==> src/rtl/wb_port_arbiter.sv <==
// wb_port_arbiter
// Shares the register file's single write port between two sources:
//   - the in-order writeback stage (pipe_*), which normally wins the port;
//   - a long-latency unit (lu_*), whose late results wait in a small circular
//     FIFO. They drain into idle port cycles, and once the FIFO head has waited
//     MAX_WAIT cycles the block raises stall_req and takes the port itself.
// A pending-register lookup (q_num1/q_num2 -> q_hit1/q_hit2) lets decode spot
// RAW/WAW hazards against results that are buffered or being stored this cycle.
//
// Ports:
//   clk, rst                  clock, synchronous active-high reset
//   pipe_we/num/data          writeback-stage write request
//   lu_valid/num/data         long-latency result offered to the FIFO
//   lu_ready                  FIFO can accept a result this cycle
//   q_num1/q_num2             decode register queries
//   q_hit1/q_hit2             query matches a pending long-latency write
//   stall_req                 pipeline must hold this cycle
//   fifo_cnt                  FIFO occupancy, 0..DEPTH
//   WriteBackNum/Reg/Data     register-file write address, enable, data
//
// Every output is combinational from the registered state and the current
// inputs; the register file commits at the same clk edge (zero latency).
module wb_port_arbiter #(
    parameter int DEPTH    = 4,
    parameter int MAX_WAIT = 3
) (
    input  logic                     clk,
    input  logic                     rst,
    input  logic                     pipe_we,
    input  logic [4:0]               pipe_num,
    input  logic [31:0]              pipe_data,
    input  logic                     lu_valid,
    input  logic [4:0]               lu_num,
    input  logic [31:0]              lu_data,
    output logic                     lu_ready,
    input  logic [4:0]               q_num1,
    input  logic [4:0]               q_num2,
    output logic                     q_hit1,
    output logic                     q_hit2,
    output logic                     stall_req,
    output logic [$clog2(DEPTH):0]   fifo_cnt,
    output logic [4:0]               WriteBackNum,
    output logic                     WriteBackReg,
    output logic [31:0]              WriteBackData
);

    localparam int AW = $clog2(DEPTH);
    localparam int CW = AW + 1;
    localparam int WW = $clog2(MAX_WAIT + 1);

    logic [4:0]    num_mem  [DEPTH];
    logic [31:0]   data_mem [DEPTH];
    logic [AW-1:0] head;
    logic [AW-1:0] tail;
    logic [CW-1:0] count;
    logic [WW-1:0] wait_cnt;

    logic             fifo_empty;
    logic             store;
    logic             pipe_ok;
    logic             grant_pipe;
    logic             grant_fifo;
    logic [DEPTH-1:0] entry_valid;
    logic             mem_hit1;
    logic             mem_hit2;

    // Handshake, stall and grant decisions. A handshake with lu_num == 0 is
    // accepted but never stored, since x0 writes are meaningless. lu_ready
    // looks only at the current count, so a full FIFO refuses a result even
    // in a cycle where its head drains.
    always_comb begin
        fifo_empty = (count == '0);
        lu_ready   = !rst && (count < CW'(DEPTH));
        store      = lu_valid && lu_ready && (lu_num != 5'd0);
        stall_req  = !rst && !fifo_empty && (wait_cnt == WW'(MAX_WAIT));
        pipe_ok    = pipe_we && (pipe_num != 5'd0);
        grant_fifo = !rst && !fifo_empty && (stall_req || !pipe_ok);
        grant_pipe = !rst && !stall_req && pipe_ok;
        fifo_cnt   = rst ? '0 : count;
    end

    // Write-port mux. An enqueued result only reaches the port from the head
    // on a later cycle; there is no bypass from lu_* to the port.
    always_comb begin
        WriteBackReg  = 1'b0;
        WriteBackNum  = 5'd0;
        WriteBackData = 32'd0;
        if (grant_fifo) begin
            WriteBackReg  = 1'b1;
            WriteBackNum  = num_mem[head];
            WriteBackData = data_mem[head];
        end else if (grant_pipe) begin
            WriteBackReg  = 1'b1;
            WriteBackNum  = pipe_num;
            WriteBackData = pipe_data;
        end
    end

    // Pending-register lookup. A slot holds a live entry when its distance
    // from head (modulo DEPTH) is below count. The result being stored this
    // cycle also counts, so decode cannot slip past it in the same cycle.
    always_comb begin
        entry_valid = '0;
        mem_hit1    = 1'b0;
        mem_hit2    = 1'b0;
        for (int i = 0; i < DEPTH; i++) begin
            entry_valid[i] = ({1'b0, AW'(AW'(i) - head)} < count);
            if (entry_valid[i] && (num_mem[i] == q_num1)) begin
                mem_hit1 = 1'b1;
            end
            if (entry_valid[i] && (num_mem[i] == q_num2)) begin
                mem_hit2 = 1'b1;
            end
        end
        q_hit1 = !rst && (q_num1 != 5'd0) &&
                 (mem_hit1 || (store && (lu_num == q_num1)));
        q_hit2 = !rst && (q_num2 != 5'd0) &&
                 (mem_hit2 || (store && (lu_num == q_num2)));
    end

    // FIFO pointers, occupancy and head age. The age restarts whenever a new
    // head is exposed (FIFO was empty or the head just drained) and otherwise
    // saturates at MAX_WAIT, which holds stall_req until the head drains.
    always_ff @(posedge clk) begin
        if (rst) begin
            head     <= '0;
            tail     <= '0;
            count    <= '0;
            wait_cnt <= '0;
        end else begin
            if (store) begin
                tail <= tail + AW'(1);
            end
            if (grant_fifo) begin
                head <= head + AW'(1);
            end
            case ({store, grant_fifo})
                2'b10:   count <= count + CW'(1);
                2'b01:   count <= count - CW'(1);
                default: count <= count;
            endcase
            if (fifo_empty || grant_fifo) begin
                wait_cnt <= '0;
            end else if (wait_cnt != WW'(MAX_WAIT)) begin
                wait_cnt <= wait_cnt + WW'(1);
            end
        end
    end

    // Entry storage needs no reset: a slot is only read while count marks it live.
    always_ff @(posedge clk) begin
        if (store) begin
            num_mem[tail]  <= lu_num;
            data_mem[tail] <= lu_data;
        end
    end

endmodule

==> config.mk <==
export PLATFORM = sky130hd
export DESIGN_NAME = wb_port_arbiter
export DESIGN_NICKNAME = d
export VERILOG_FILES = /design/src/rtl/wb_port_arbiter.sv
export SDC_FILE = /design/constraint.sdc
export NUM_CORES = 1
export LEC_CHECK = 0
export BUFFER_PORTS_ARGS = -buffer_cell sky130_fd_sc_hd__buf_4
export CORE_MARGIN = 2
export CORE_UTILIZATION = 35
export CTS_BUF_LIST = sky130_fd_sc_hd__clkbuf_2
export CTS_CLUSTER_SIZE = 10
export DETAILED_ROUTE_END_ITERATION = 10
export PLACE_DENSITY = 0.64
export SLEW_MARGIN = 5
export SYNTH_ARGS = -nofsm -noshare
export SYNTH_HDL_FRONTEND = slang
export SYNTH_SLANG_ARGS = --single-unit
==> constraint.sdc <==
create_clock -name clk -period 2.6 [get_ports clk]
set_input_delay 0.13 -clock clk [delete_from_list [all_inputs] [get_ports clk]]
set_output_delay 0.13 -clock clk [all_outputs]
set_load 0.1 [all_outputs]
Word level (Yosys, flattened, before mapping). Memories as Yosys holds them, arrays and structs flattened. A register that Yosys moved wholly into a read port is not among the register bits. Cells that the tools add are included.

Bits in registers: 9. RAM bits: 148. Input port bits: 88. Logic and storage cells: 94. Memories: 2.

Add/subtract/negate cells: 9. Order comparisons: 5. Equality and inequality tests: 14. Muxes and demuxes: 22. Reductions and logical operators: 38.

Memories: data_mem (depth 4, width 32, rd ports 1, clocked after memory_dff 1, write ports 1, RTL line 52) `logic [31:0] data_mem [DEPTH];`; num_mem (depth 4, width 5, rd ports 5, clocked after memory_dff 1, write ports 1, RTL line 51) `logic [4:0] num_mem [DEPTH];`.

Operators by type and width (count): 2-to-1 mux 32 bit (2); equality test 5 bit (10); logical AND 1 bit (23); nonzero test 5 bit (4); less-than comparator 2 x 3 -> 1 bit (4); 2-to-1 mux 1 bit (12); 2-to-1 mux 5 bit (2); 2-to-1 mux 2 bit (4); adder 2 x 1 -> 2 bit, second input constant (3); case mux 3 bit (2 select lines) (1); equality test 2 bit, second input constant (2); zero test 1 bit (4); logical OR 1 bit (4); subtractor 1 x 2 -> 2 bit, first input constant (2); subtractor 2 bit, first input constant (2); adder 3 x 1 -> 3 bit, second input constant (1); zero test 3 bit (1); less-than comparator 3 bit, second input constant (1); 2-to-1 mux 3 bit (1); subtractor 3 x 1 -> 3 bit, second input constant (1); equality test 2 x 1 -> 1 bit, second input constant (1); inequality test 2 bit, second input constant (1); nonzero test 2 bit (1); OR reduction 2 bit (1).

Depth between registers and ports, before layout. Gate-level depths: netlist (run 1).

Depth in word-level cells: 9. Depth in mapped cells: 11. Gate-level depth less buffers: 10.

Worst setup path before layout (run 1). No wires, ideal clock.

Path type: reg-to-reg. Start: reg count[2]. End: mem data_mem[0][0] (enable). Library setup time: 398 ps. Arrival time: 3164 ps. Data required time: 2202 ps. Path slack: -962 ps. Cell stages (with the launch flop): 6. Buffers on the path: 1. Period minus slack after synthesis: 3562 ps. Path through: dfxtp_1 > buf_6 > nor2_1 > nand2_1 > a21oi_2 > and2_1.

Word-level cells in the longest chain between the ends: 6.

RTL lines: start: declaration (RTL line 55) `logic [CW-1:0] count;`; start signal: assignment (RTL line 138) `2'b10: count <= count + CW'(1);`; start signal: assignment (RTL line 139) `2'b01: count <= count - CW'(1);`; start signal: assignment (RTL line 140) `default: count <= count;`; less-than comparator 3 bit (RTL line 73) `lu_ready = !rst && (count < CW'(DEPTH));`; logical AND 1 bit (RTL line 73); net lu_ready (RTL line 35) `output logic lu_ready,`; logical AND 1 bit (2 in a row) (RTL line 74) `store = lu_valid && lu_ready && (lu_num != 5'd0);`; 2-to-1 mux 1 bit (RTL line 152) `if (store) begin`; 2-to-1 mux 1 bit (implied by the code) (RTL line 154) `data_mem[tail] <= lu_data;`; end: declaration (RTL line 52).

The timed path passes the listed nets, and every way through them passes these cells.

Worst setup path after layout (run 1).
Start: reg head[1]. End: out q_hit2.

Word-level cells in the longest chain between the ends: 9. Elaborated cells between the ends (all ways): 18. Those cells by class: add/sub (4); order compare (4); mux (4); reduce/logical (6).

RTL lines: start: declaration (RTL line 53) `logic [AW-1:0] head;`; start signal: assignment (RTL line 135) `head <= head + AW'(1);`; subtractor 1 x 2 -> 2 bit (RTL line 107) `entry_valid[i] = ({1'b0, AW'(AW'(i) - head)} < count);`; less-than comparator 2 x 3 -> 1 bit (RTL line 107); logical AND 1 bit (RTL line 111) `if (entry_valid[i] && (num_mem[i] == q_num2)) begin`; 2-to-1 mux 1 bit (3 in a row) (RTL line 111); 2-to-1 mux 1 bit * (RTL line 111); logical OR 1 bit * (RTL line 118) `(mem_hit2 || (store && (lu_num == q_num2)));`; logical AND 1 bit * (RTL line 117) `q_hit2 = !rst && (q_num2 != 5'd0) &&`; end: declaration (RTL line 39) `output logic q_hit2,`.

Every way passes the cells marked *; elsewhere a longest branch is shown, timed or not.

==> summary.txt, run 1 <==
Final Cell Area - 10400 um^2
first-pass GRT wire length - 25.2 mm
Critical Path Slowest Stage Cell - dfxtp_4
CP required - 2.47 ns
Overflow after GRT - 0
WP buf/inv - 2
Root Buffer - clkbuf_2
DP Cell Count - 805
Clk pin slew, worst setup/hold paths - 0.23 ns
fin cells - 903
routed len/inst - 20.4 um
maximum VDD drop - 293 uV
die footprint - 21500 um^2
pre-CTS WS - 0.113 ns
fin crit share - 101%
CTS Buf Count - 17
Arr. time, crit path - 2.50 ns
setup violators final - 2
hold slack - 0.146 ns
Synth async-reset ratio - 0%
vias per inst - 5.00
met3 wire length - 771 um
Starting Density - 35.4%
CP Class - reg2out
clock sinks - 159
Final Skew - 0.0312 ns
Final Power - 5.95 mW
total wire length - 18.4 mm
vias in the first global route - 4721
final setup TNS - -0.0540 ns
Metal-1 WL - 7.48 mm
Setup WS post-layout - -0.0318 ns
CP Max Fanout - 3
P_leak - 3.76 nW
CTS tree - built
I/O pins - 133
crit start category - flop
Slew Limit Fails - 0
GR Util All Layers - 15.4%
RSZ-0062 raised after global routing - yes
outcome - complete, but fails checks
vias post-DR - 4511
number of DRC markers in iteration 0 - 187
Post-Synthesis Cells - 415
# diodes - 0
Core Footprint - 20100 um^2
post-synthesis register bit count - 159
placed inst area - 8420 um^2
Slew HR - 70.0%
Synth area leaders - edfxtp_1 (63%), mux4_2 (12%), a22o_1 (4.6%)
cell taking the most area after synthesis - edfxtp_1
Core Util, Final - 51.9%
DR pass1 iterations - 4
H-Tree Depth - 4
Max Cap Viol - 0
post-synth top area share - 62.5%
chip height - 147 um
pin count of the biggest net entering global routing - 41
gpl congestion - 0.857
DRC Markers - 0
CP peak stage delay - 0.46 ns
antenna violations before repair - 0
Synth Flop Type - edfxtp_1
Final Hold Fails - 0
# rows - 52
Netlist cell types - 40
crit-path leading delay family - compound AO/OA/AOI/OAI gates
failing checks - negative setup slack
remaining antenna violation count - 0
Worst setup EP type - primary output
IO buf count - 132
post-synthesis net count - 514
layout cell share with drive strength beyond 1 - 48.3%
minimum clock period - 2.63 ns
min-delay worst type - in2reg
Synth warnings - 0
Met2 Routed Length - 9.83 mm
number of flops mapped to enable cells by yosys - 148
Post-Syn Area - 7110 um^2
Seq/Total Area, Yosys - 65.6%
syn avg cell area - 17.1 um^2
Worst-Skew Late Latency - 0.69 ns
slew at the pin with the worst max-slew slack - 0.450 ns
FMAX - 380 MHz
synth-to-layout area growth - 46.7%
DP HPWL - 10.2 mm
max layer used - met4
ordered cell list for the critical path - inv_4 > ha_4 > a21oi_2 > o21ba_4 > nor4_4 > a41o_1 > o31a_1 > buf_12
Max clock buf depth - 2
P per Cell Area - 570 nW/um^2
Final Net Count - 719
width of the die - 147 um
-- Yosys cell counts (2+ instances only) --
master / count
nor4_1: 4
nor2_1: 19
nor3_1: 9
buf_6: 4
edfxtp_1: 148
mux4_2: 37
a22o_1: 37
nand3_1: 9
xnor2_1: 27
dfxtp_1: 11
o22ai_1: 2
buf_1: 2
clkbuf_1: 13
xor2_1: 28
a41o_1: 2
o31a_1: 2
nand2_1: 4
buf_2: 8
a21oi_1: 9
inv_1: 8
and2_1: 4
ha_1: 10
-- per-layer routing --
layer / global-route usage [%] / vias to the layer above
li1: - / 2044
met1: 18.7 / 2323
met2: 27.1 / 122
met3: 3.53 / 22
met4: 5.19 / 0
met5: 0 / -
-- placed cells by master, fill, tap and decap left out, types with 6 or more instances in the layout --
master	netlist	routed
edfxtp_1	148	148
buf_4	1	114
buf_12	0	44
dlygate4sd3_1	0	42
mux4_2	37	37
a22o_4	0	29
xor2_1	28	28
xnor2_1	27	26
clkbuf_2	0	19
nor2_1	19	15
nor3_1	9	9
nand3_1	9	9
a22o_1	37	8
ha_1	10	7
clkbuf_16	0	7
a21oi_1	9	6
-- layout make-up --
class                           count  area, um^2
Clock buffer                       19        95.1
Clock inverter                     13         186
Fill cell                        1636        9670
Inverter                            8        37.5
Multi-Input combinational cell    219        2650
Sequential cell                   159        4680
Tap cell                          270         338
Timing Repair Buffer              215        2440
-- state kept, by name (all words and copies together), names as in the netlist, named ones only --
signal / count
count: 3
data_mem: 128
tail: 2
num_mem: 20
head: 2
wait_cnt: 2
-- where the power goes --
group / total [mW] / switching [mW] / internal, mW
clock: 1.50 / 0.854 / 0.644
combinational: 1.55 / 0.864 / 0.687
sequential: 2.90 / 0.0352 / 2.87
-- final timing paths --
kind                                  start              end  slack, ns  cells past startpoint
worst min-delay path            lu_data[13]  data_mem[1][13]       0.15                      2
worst max register to register     count[1]         count[2]       0.23                     11
worst min register to register  wait_cnt[0]      wait_cnt[0]       0.45                      1
worst max-delay path                head[1]           q_hit2      -0.03                      8
-- what timing repair did --
item,CTS,global route
hold endpoints to repair,159,0
hold buffers,42,0
gates resized for setup,142,65
pin swaps,15,44
endpoints found under the setup margin,39,39
buffers inserted,6,7
cloned,1,11
-- logic make-up after synthesis --
logic type      Yosys count  synth area share, %
simple gates             57                 4.19
buf+inv                  37                 2.73
mux                      38                 11.9
xor+xnor                 55                 6.78
flops                   159                 65.6
compound gates           58                 6.79
fa+ha+maj                11                 2.04
(Power assumes the default switching activity.)
==> inputs of run 2 (changes only) <==
Settings changed: ABC_CLOCK_PERIOD_IN_PS set to 2500.
Clock period 2.6 ns to 2.5 ns, I/O delays scaled along.
==> run 2 against run 1 <==
  * The flow still finishes with violations (negative setup slack)
  * Utilization fell by 0.47 points
  * First-iteration DRC count rose by 35%
  * Die area is the same
  * Worst setup slack worse by 0.21 ns
  * Via count rose by 0.75%
  * Count of clock-buffer cells in the layout fell by 1
  * Wire length grew 0.46%
  * Combinational power increased by 3%
  * Hold slack lost 0.015 ns
  * Highest routed layer unchanged
==> summary.txt, run 2 (synthesis gave the netlist of run 1 again) <==
commonest non-fill, non-tap cells in the layout - edfxtp_1 (148), buf_4 (118), buf_12 (43), dlygate4sd3_1 (42), mux4_2 (37)
vias post-DR - 4545
internal power - 4.15 mW
# diodes - 0
Slew Limit Fails - 0
Sw Pwr - 1.82 mW
reg2reg end - count[2]
H-Tree Depth - 4
Max Cap Viol - 0
ordered cell list for the critical path - buf_6 > clkinvlp_4 > ha_4 > a21oi_2 > o21ba_4 > nor4_4 > a41o_1 > o31a_1 > buf_12
die footprint - 21500 um^2
RSZ-0062 raised after global routing - yes
Worst R2R Start - count[1]
IO buf count - 132
layout cell share with drive strength beyond 1 - 46.9%
most common cell after layout, fill and taps aside - edfxtp_1
P_leak - 3.72 nW
Final Net Count - 724
clock sinks - 159
synth-to-layout area growth - 45.4%
first-pass GRT wire length - 27.3 mm
outcome - complete, but fails checks
Clk pwr share - 22.9%
Setup crit end - q_hit2
min-delay worst type - in2reg
Final Hold Fails - 0
CP peak stage delay - 0.38 ns
width of the die - 147 um
CP startpoint - count[1]
total wire length - 18.5 mm
crit start category - flop
slew at the pin with the worst max-slew slack - 0.471 ns
P per Cell Area - 578 nW/um^2
Slew HR - 68.6%
Worst-Skew Late Latency - 0.71 ns
placed inst area - 8460 um^2
Setup WS post-layout - -0.246 ns
CTS Buf Count - 17
Overflow after GRT - 0
chip height - 147 um
Final Skew - 0.0243 ns
pre-CTS WS - -0.130 ns
DR pass1 iterations - 4
crit-path leading delay family - compound AO/OA/AOI/OAI gates
Max clock buf depth - 2
routed len/inst - 20.4 um
Starting Density - 35.4%
gpl congestion - 0.858
setup violators final - 38
final setup TNS - -3.44 ns
Worst R2R Setup Slack - 0.14 ns
Worst setup EP type - primary output
Root Buffer - clkbuf_2
maximum VDD drop - 299 uV
Clk pin slew, worst setup/hold paths - 0.22 ns
DP HPWL - 10.6 mm
DRC Markers - 0
Fillers - 1647
Arr. time, crit path - 2.62 ns
# rows - 52
antenna violations before repair - 0
Final Cell Area - 10300 um^2
CP Max Fanout - 5
sequential share of power - 50.4%
CP Class - reg2out
CTS tree - built
vias in the first global route - 4948
Core Footprint - 20100 um^2
GR Util All Layers - 16.8%
pin count of the biggest net entering global routing - 23
I/O pins - 133
Largest register FFs - 128
number of DRC markers in iteration 0 - 252
minimum clock period - 2.75 ns
fin crit share - 110%
Core Util, Final - 51.4%
Sw Share - 30.5%
vias per inst - 5.01
Worst R2R Path Depth - 11
CP Depth - 9
biggest regs - data_mem: 128 flops, num_mem: 20 flops, count: 3 flops
combinational share of power - 26.7%
Biggest register - data_mem
failing checks - negative setup slack
CP required - 2.38 ns
hold slack - 0.131 ns
WP buf/inv - 3
FMAX - 364 MHz
remaining antenna violation count - 0
Critical Path Slowest Stage Cell - dfxtp_2
run 2: per-layer routing:
layer | vias up | GRT usage, % | routed length, um
li1 | 2069 | - | -
met4 | 0 | 5.29 | 295
met1 | 2311 | 20.2 | 7620
met3 | 27 | 3.81 | 800
met2 | 138 | 30.2 | 9780
met5 | - | 0 | 0
run 2: power by group through the flow:
stage	registers (mW)	clock network [mW]	logic (mW)
floorplan	3.06	0	0.831
CTS	3.01	1.41	1.49
global route	3.02	1.52	1.67
detailed placement	3.07	0	1.17
global placement	3.06	0	1.15
finish	3.01	1.37	1.60
run 2: how the worst min path moves through the flow:
stage	startpoint	endpoint	slack (ns)	cells past startpoint
final	lu_data[13]	data_mem[3][13]	0.13	2
after global placement	lu_data[30]	data_mem[1][30]	0.32	1
after detailed placement	lu_data[22]	data_mem[3][22]	0.33	1
after global routing	lu_data[25]	data_mem[2][25]	0.03	2
after CTS	lu_data[16]	data_mem[3][16]	0.02	2
after floorplan	lu_data[0]	data_mem[0][0]	0.22	0
run 2: metrics by stage:
stage / power (mW) / cells
5_1_grt: 6.22 / 908
6_report: 5.97 / 908
3_5_place_dp: 4.23 / 811
4_1_cts: 5.92 / 899
3_3_place_gp: 4.21 / 811
2_1_floorplan: 3.89 / 415
run 2: layout make-up:
cell class | instances | area, um^2 | share of cell area, %
Tap cell | 270 | 338 | 3.27
Clock buffer | 18 | 90.1 | 0.871
Clock inverter | 14 | 139 | 1.34
Multi-Input combinational cell | 223 | 2650 | 25.6
Timing Repair Buffer | 216 | 2410 | 23.4
Inverter | 8 | 33.8 | 0.327
Sequential cell | 159 | 4670 | 45.2
run 2: timing repair:
| item | CTS | global route |
|---|---|---|
| resized for setup | 153 | 34 |
| hold endpoints to repair | 157 | 0 |
| cloned | 5 | 6 |
| setup endpoints to repair | 39 | 40 |
| setup buffers | 10 | 3 |
| hold buffers | 42 | 0 |
| pin swaps | 24 | 22 |
run 2: worst register-to-register path, delay by kind of cell (launching register included):
family	cells	cell delay, ns
compound gates	2	0.41
simple gates	3	0.45
xor+xnor	1	0.16
flops	1	0.38
buf+inv	3	0.36
fa+ha+maj	2	0.54
==> inputs of run 3 (changes only) <==
Settings changed: CORE_ASPECT_RATIO set to 0.6.
==> run 3 against run 2 <==
  * The flow still finishes with violations (negative setup slack)
  * Register-to-register slack better by 0.05 ns
  * Power shrank 1.6%
  * Non-clock buffer count fell by 6
  * Worst setup slack improved by 0.12 ns
  * Flip-flop and latch count unchanged
  * Final cell count fell by 0.77%
  * Clock power is 9% lower
  * First-iteration DRC count increased by 73%
  * Sequential share of layout area increased by 0.29 points
  * Maximum frequency is 4.5% higher
  * Count of clock-buffer cells in the layout unchanged
  * Sequential power barely moved
  * Critical path type unchanged
  * Largest power group unchanged
  * Highest routed layer unchanged
==> summary.txt, run 3 (synthesis gave the netlist of run 1 again) <==
Final Skew - 0.0540 ns
total wire length - 19.2 mm
layout cell share with drive strength beyond 1 - 46.8%
Sw Pwr - 1.91 mW
outcome - complete, but fails checks
CP Max Fanout - 5
Slew HR - 70.4%
Worst R2R Start - count[1]
placed inst area - 8430 um^2
Root Buffer - clkbuf_2
Final Net Count - 714
CP Class - reg2out
Final Hold Fails - 0
reg2reg end - count[2]
most common cell after layout, fill and taps aside - edfxtp_1
P per Cell Area - 570 nW/um^2
Final Power - 5.88 mW
Worst-Skew Late Latency - 0.70 ns
gpl congestion - 0.937
maximum VDD drop - 253 uV
Worst R2R Path Depth - 10
I/O pins - 133
minimum clock period - 2.63 ns
DP HPWL - 11.1 mm
Starting Density - 35.6%
crit start category - flop
Biggest register - data_mem
RSZ-0062 raised after global routing - yes
CTS tree - built
die footprint - 21500 um^2
commonest non-fill, non-tap cells in the layout - edfxtp_1 (148), buf_4 (109), buf_12 (47), dlygate4sd3_1 (41), mux4_2 (37)
clock sinks - 159
chip height - 114 um
Worst R2R Setup Slack - 0.19 ns
CP peak stage delay - 0.45 ns
CTS Buf Count - 17
Worst setup EP type - primary output
Min-Delay Startpoint - pipe_num[4]
CP required - 2.38 ns
P_leak - 3.70 nW
min-delay worst type - in2reg
biggest regs - data_mem: 128 flops, num_mem: 20 flops, count: 3 flops
ordered cell list for the critical path - inv_6 > ha_4 > a21oi_4 > o21ba_4 > nor4_2 > a41o_1 > o31a_1 > buf_12
setup violators final - 26
FMAX - 381 MHz
Max Cap Viol - 0
WHS Path Cells - 7
fin crit share - 105%
# rows - 40
routed len/inst - 21.3 um
Max clock buf depth - 2
Critical Path Slowest Stage Cell - dfxtp_4
combinational share of power - 27.5%
pin count of the biggest net entering global routing - 41
Overflow after GRT - 0
number of DRC markers in iteration 0 - 437
vias per inst - 5.07
# diodes - 0
antenna violations before repair - 0
Final Cell Area - 10300 um^2
width of the die - 188 um
DRC Markers - 0
IO buf count - 132
synth-to-layout area growth - 44.9%
Min-Delay Endpoint - wait_cnt[0]
Slew Limit Fails - 0
WP buf/inv - 2
internal power - 3.97 mW
H-Tree Depth - 4
vias post-DR - 4564
Arr. time, crit path - 2.50 ns
Sw Share - 32.5%
remaining antenna violation count - 0
first-pass GRT wire length - 27.0 mm
Largest register FFs - 128
vias in the first global route - 4523
Clk pwr share - 21.1%
Setup WS post-layout - -0.127 ns
sequential share of power - 51.4%
Core Footprint - 20000 um^2
DR pass1 iterations - 4
GR Util All Layers - 17.1%
slew at the pin with the worst max-slew slack - 0.441 ns
Clk pin slew, worst setup/hold paths - 0.27 ns
crit-path leading delay family - compound AO/OA/AOI/OAI gates
failing checks - negative setup slack
-- run 3: changes by cell type in the layout (fill, tap and decap cells not counted), moves of 2 or more --
cell / change
o21a_4: -3
buf_4: -9
ha_1: +2
bufinv_16: -2
clkinv_1: -3
dfxtp_4: +5
dfxtp_2: -3
dfxtp_1: -2
buf_12: +4
clkbuf_16: +2
a21oi_4: +2
a21oi_2: -2
-- run 3: power by group through the flow --
stage / clock network, mW / registers [mW] / logic [mW]
floorplan: 0 / 3.06 / 0.831
global placement: 0 / 3.07 / 1.15
detailed placement: 0 / 3.07 / 1.16
CTS: 1.28 / 3.02 / 1.52
global route: 1.41 / 3.03 / 1.69
finish: 1.24 / 3.02 / 1.61
-- run 3: stage by stage --
stage | instances | worst slack [ns] | TNS, ns | hold slack (ns) | utilization [%]
2_1_floorplan | 415 | 0.0582 | 0 | 0.224 | -
3_3_place_gp | 807 | 0.165 | 0 | 0.325 | 42.2
3_5_place_dp | 807 | 0.135 | 0 | 0.331 | 42.2
4_1_cts | 896 | -0.185 | -4.64 | 0.00672 | 50.1
5_1_grt | 901 | -0.294 | -7.90 | 0.0254 | 51.6
6_report | 901 | -0.127 | -1.17 | 0.0823 | 51.6
-- run 3: layout make-up --
class / instances / area (um^2)
fill: 1622 / 9660
sequential: 159 / 4690
multi-input combinational: 219 / 2600
timing repair buffer: 210 / 2440
tap: 273 / 342
clock inverter: 14 / 108
clock buffer: 18 / 90.1
inverter: 8 / 35.0
-- run 3: worst max path at each step --
stage,from,to,slack (ns),cells after the start
final,count[1],q_hit2,-0.13,8
after global placement,pipe_num[0],count[2],0.16,10
after CTS,count[1],q_hit2,-0.19,8
after floorplan,count[2],q_hit1,0.06,6
after global routing,count[1],q_hit2,-0.29,8
after detailed placement,pipe_num[0],count[2],0.13,10
-- run 3: routing by layer --
metal / up-vias / routed length [um] / track usage, %
met5: - / 0 / 0
met4: 0 / 112 / 3.99
met3: 10 / 1340 / 3.56
met2: 182 / 8830 / 26.2
met1: 2341 / 8900 / 25.1
li1: 2031 / - / -
-- run 3: what timing repair did --
action	4_1_cts	5_1_grt
endpoints found under the hold margin	159	0
buffers inserted	11	2
pin swaps	47	11
hold buffers	41	0
gates resized for setup	170	32
endpoints found under the setup margin	39	40
gates cloned	5	8
-- run 3: tightest hold or removal path, stage by stage --
cell and delay [ns]:
buf_4 0.09, or4_4 0.12, o21ai_4 0.05, buf_4 0.15, nor2_1 0.10, nand2_1 0.06, nor2_1 0.07
